--- config.mk ---
export PLATFORM = sky130hd
export DESIGN_NAME = add4_pipe
export DESIGN_NICKNAME = d
export VERILOG_FILES = /design/src/rtl/add4_pkg.sv /design/src/rtl/compressor_row_4to2.sv /design/src/rtl/add4_pipe.sv
export SDC_FILE = /design/constraint.sdc
export NUM_CORES = 1
export LEC_CHECK = 0
export BUFFER_PORTS_ARGS = -buffer_cell sky130_fd_sc_hd__buf_2
export CAP_MARGIN = 25
export CELL_PAD_IN_SITES_DETAIL_PLACEMENT = 1
export CELL_PAD_IN_SITES_GLOBAL_PLACEMENT = 1
export CORE_MARGIN = 5
export CORE_UTILIZATION = 45
export DETAILED_ROUTE_END_ITERATION = 10
export PLACE_DENSITY = 0.83
export SETUP_SLACK_MARGIN = 0.5
export SKIP_LAST_GASP = 1
export SYNTH_ARGS = -nofsm -noshare
export SYNTH_HDL_FRONTEND = slang
export SYNTH_SLANG_ARGS = --single-unit
--- constraint.sdc ---
create_clock -name clk -period 4.5 [get_ports clk]
set_input_delay 0.45 -clock clk [delete_from_list [all_inputs] [get_ports clk]]
set_output_delay 0.45 -clock clk [all_outputs]
set_load 0.03 [all_outputs]
--- src/rtl/add4_pkg.sv ---
// add4_pkg: shared defaults and result-width helper for the four-operand adder
package add4_pkg;
    localparam int DEF_W  = 16;
    localparam int DEF_TW = 4;

    function automatic int calc_ow(input int w);
        return w + 2;
    endfunction
endpackage

--- src/rtl/compressor_row_4to2.sv ---
// compressor_row_4to2: one row of 4:2 compressor cells reducing four operands to sum/carry vectors
module compressor_row_4to2 #(
    parameter int W = 16
) (
    input  logic [W-1:0] a,
    input  logic [W-1:0] b,
    input  logic [W-1:0] c,
    input  logic [W-1:0] d,
    output logic [W:0]   sum,
    output logic [W:0]   carry
);
    logic [W:0]   cy;
    logic [W-1:0] s1;

    assign cy[0] = 1'b0;

    for (genvar i = 0; i < W; i++) begin : g_cell
        assign s1[i]    = a[i] ^ b[i] ^ c[i];
        assign cy[i+1]  = (a[i] & b[i]) | (a[i] & c[i]) | (b[i] & c[i]);
        assign sum[i]   = s1[i] ^ d[i] ^ cy[i];
        assign carry[i] = (s1[i] & d[i]) | (s1[i] & cy[i]) | (d[i] & cy[i]);
    end

    // the last cell's internal carry-out has weight 2^W, so it lands in the top sum bit
    assign sum[W]   = cy[W];
    assign carry[W] = 1'b0;
endmodule

--- src/rtl/add4_pipe.sv ---
// add4_pipe: two-stage valid/ready pipeline summing four unsigned operands with a sideband tag
module add4_pipe
    import add4_pkg::*;
#(
    parameter int  W  = DEF_W,
    parameter int  TW = DEF_TW,
    localparam int OW = calc_ow(W)
) (
    input  logic          clk,
    input  logic          rst_n,
    input  logic          in_valid,
    output logic          in_ready,
    input  logic [W-1:0]  in_a,
    input  logic [W-1:0]  in_b,
    input  logic [W-1:0]  in_c,
    input  logic [W-1:0]  in_d,
    input  logic [TW-1:0] in_tag,
    output logic          out_valid,
    input  logic          out_ready,
    output logic [OW-1:0] out_sum,
    output logic [TW-1:0] out_tag
);
    logic [W:0]    row_sum;
    logic [W:0]    row_carry;
    logic [W:0]    s1_sum;
    logic [W:0]    s1_carry;
    logic [TW-1:0] s1_tag;
    logic          s1_valid;
    logic          s1_load;
    logic          s2_load;

    compressor_row_4to2 #(.W(W)) u_row (
        .a     (in_a),
        .b     (in_b),
        .c     (in_c),
        .d     (in_d),
        .sum   (row_sum),
        .carry (row_carry)
    );

    assign s2_load  = !out_valid || out_ready;
    assign s1_load  = !s1_valid || s2_load;
    assign in_ready = s1_load;

    // stage 1: capture redundant sum/carry vectors only on an input transfer
    always_ff @(posedge clk or negedge rst_n) begin
        if (!rst_n) begin
            s1_valid <= 1'b0;
            s1_sum   <= '0;
            s1_carry <= '0;
            s1_tag   <= '0;
        end else if (s1_load) begin
            s1_valid <= in_valid;
            if (in_valid) begin
                s1_sum   <= row_sum;
                s1_carry <= row_carry;
                s1_tag   <= in_tag;
            end
        end
    end

    // stage 2: carry-propagate add of the redundant pair into the full-width result
    always_ff @(posedge clk or negedge rst_n) begin
        if (!rst_n) begin
            out_valid <= 1'b0;
            out_sum   <= '0;
            out_tag   <= '0;
        end else if (s2_load) begin
            out_valid <= s1_valid;
            if (s1_valid) begin
                out_sum <= OW'(s1_sum) + {s1_carry, 1'b0};
                out_tag <= s1_tag;
            end
        end
    end
endmodule

==> results.tsv <==
stage	metric	value	unit
floorplanning	core box area	8090	sq um
drt	ANT nets after route	0	
pwr	VDD IR-drop max	0.000219	V
grt	initial antenna violation count	0	
clock_tree	buffer count from post-CTS setup fixing	0	
hold_path	Hold WC Path Type	input pin to asynchronous set/reset pin	
clock_tree	hold-fix buffers at CTS	0	
drt	initial DRC count	47	
drt	drt total wl	8.60	mm
setup_path	Required @ worst endpoint	4780	ps
synthesis	synthesized instance count	307	
setup_path	kind of critical path	flip-flop to flip-flop	
drt	vias per cell	5.25	
synthesis	cell taking the most area after synthesis	dfrtp_1	
floorplanning	Die Y	100	um
place	Placed Area	4250	sq um
clock_tree	CTS clk-pin slew, worst paths	80	ps
place	I/O Buffers	95	
place	final RePlAce weighted congestion	0.823	
floorplanning	Rows	33	
clock_tree	CTS tree	yes	
sta	fin. max-slew vios	0	
setup_path	crit path DAT	2560	ps
drt	routed wire length per instance	16.7	um
clock_tree	Root Driver	clkbuf_8	
clock_tree	# resized after CTS	0	
synthesis	Synth Register Bits	61	
clock_tree	Skew-Pair Late Insertion Delay	340	ps
sta	Setup-failing EPs final	0	
run_status	status	complete, no violations	
finish	number of diodes	0	
drt	vias	2704	
sta	final worst path period need	2290	ps
grt	Total GRT Usage	18.2	%
finish	final net count	526	
floorplanning	I/O pins	96	
synthesis	Post-synth top flop	dfrtp_1	
sta	clk_skew	11.4	ps
synthesis	top-count cell post-synth	dfrtp_1	
floorplanning	Initial Util	45.3	%
synthesis	Yosys cell types	46	
synthesis	most frequent cells after synthesis	61 x dfrtp_1, 42 x nand2_1, 36 x mux2_2, 32 x fa_1, 17 x ha_1	
synthesis	asr flop ratio synth	100	%
grt	largest net degree at the start of global routing	62	
synthesis	Netlist Area Pre-Place	3670	sq um
clock_tree	Num CTS Buffers	9	
sta	RSZ-0062 raised after global routing	no	
synthesis	Yosys top cell area share	41.6	%
grt	vias in the first global route	3141	
setup_path	critical-path maximum fanout	5	
floorplanning	Die Wd	100	um
setup_path	Crit. End Element	flip-flop	
synthesis	synth top area cells	dfrtp_1 42%, fa_1 17%, mux2_2 11%	
finish	Fillers	922	
finish	share of post-route cells with drive strength above 1	38.0	%
floorplanning	die area	10100	sq um
grt	grt ovf	0	
sta	Final Cycle Share	50.8	%
drt	DRC	0	
sta	slew margin rel.	40.2	%
synthesis	Post-synth EDFFs	0	
place	DP HPWL	6.59	mm
clock_tree	CTS max path bufs	2	
flow_run	maxcap violations	0	
sta	setup TNS	0	ps
synthesis	syn nets	428	
grt	first-pass GRT wire length	14.5	mm
sta	Max Fclk	0.437	GHz
finish	post-route cell area	4470	sq um
sta	measured slew at the worst slew-check pin	893	ps
clock_tree	H-tree Lvls	3	
pwr	Pleak	2.13	nW
sta	Fin. Hold Viols	0	
drt	1st-pass router iterations	4	
setup_path	crit start category	flip-flop	
synthesis	Yosys warnings	0	
finish	Area Overhead vs Synth	21.9	%
pwr	Pwr Density	584	nW/um^2
clock_tree	clock sinks	61	
synthesis	register area share after synthesis	41.6	%
synthesis	Syn Area/Cell	11.9	sq um
## logic make-up (layout without fill, tap and decap cells)
| group | Yosys count | in the layout | share of synthesized area (%) |
|---|---|---|---|
| and+or+nand+nor | 78 | 78 | 10.0 |
| adders and majority gates | 49 | 49 | 23.3 |
| DFF | 61 | 61 | 41.6 |
| buffers and inverters | 18 | 121 | 2.01 |
| AOI/OAI and AO/OA | 55 | 55 | 9.65 |
| xor gates and xnor gates | 10 | 10 | 2.39 |
| muxes | 36 | 36 | 11.1 |
## power by group
group	total, mW	switching, mW	internal, mW
logic	1.23	0.741	0.493
registers	0.829	0.101	0.728
clock network	0.548	0.234	0.314
## per-layer routing
| metal | wire, um | global-route usage (%) |
|---|---|---|
| met5 | 0 | 0 |
| met1 | 3450 | 21.3 |
| met4 | 175 | 6.53 |
| met3 | 367 | 3.41 |
| met2 | 4610 | 33.2 |
## final timing paths
path | from | endpoint | slack [ps] | cells past startpoint
max | s1_carry[0] | out_sum[15] | 2210 | 9
min | rst_n | out_sum[7] | 250 | 2
max reg2reg | s1_carry[0] | out_sum[15] | 2210 | 9
min reg2reg | s1_sum[0] | out_sum[0] | 480 | 2
max in group asynchronous | rst_n | out_sum[5] | 3720 | 2
min in group clk | in_tag[3] | s1_tag[3] | 340 | 2
## final cells by class
class                      instances  area, sq um  share of cell area, %
inverter                           8         30.0                  0.672
clock inverter                     7         98.8                   2.21
timing repair buffer              97          490                   11.0
multi-input combinational        228         2070                   46.3
sequential                        61         1530                   34.1
clock buffer                       9          124                   2.77
tap                              105          131                   2.94
## critical path: stages (launching register included)
cell       delay, ps
dfrtp_1          360
ha_1             190
inv_1             60
fa_1             400
and2b_1          230
o2111ai_1        120
a21oi_1          230
o211ai_2         150
a2111o_1         390
nand3_1           70
## sequential cells by signal, summed over array words and instances, names as in the netlist
signal and flops:
s1_carry 16, s1_valid 1, s1_sum 17, out_tag 4, out_valid 1, out_sum 18, s1_tag 4
## through the flow
stage	hold WS, ps	instances	total power [mW]	setup WS [ps]	util, %
CTS	289	515	2.64	2200	55.3
floorplan	154	307	1.71	2450	-
global route	339	515	2.82	2000	55.3
detailed placement	462	499	2.08	2250	52.5
finish	249	515	2.61	2210	55.3
global placement	437	499	2.02	2330	52.5
## cell usage in the layout, fill, tap and decap left out, types with 2 or more instances in the layout
cell type,instances
o21a_1,2
xnor2_1,3
nand2_1,41
nor2_1,8
clkinv_4,2
o2111ai_1,2
bufinv_16,2
a21oi_1,14
nor3_1,2
nor2b_1,2
and3_1,3
buf_4,2
o21ai_0,14
xor2_1,7
buf_2,95
dfrtp_1,61
nand3_1,5
fa_1,32
clkbuf_8,9
a21o_1,6
mux2_2,36
or4_1,2
o21ai_1,3
nand2b_1,4
nand4_1,3
inv_1,8
ha_1,17
Power figures use the tool's default switching activity.
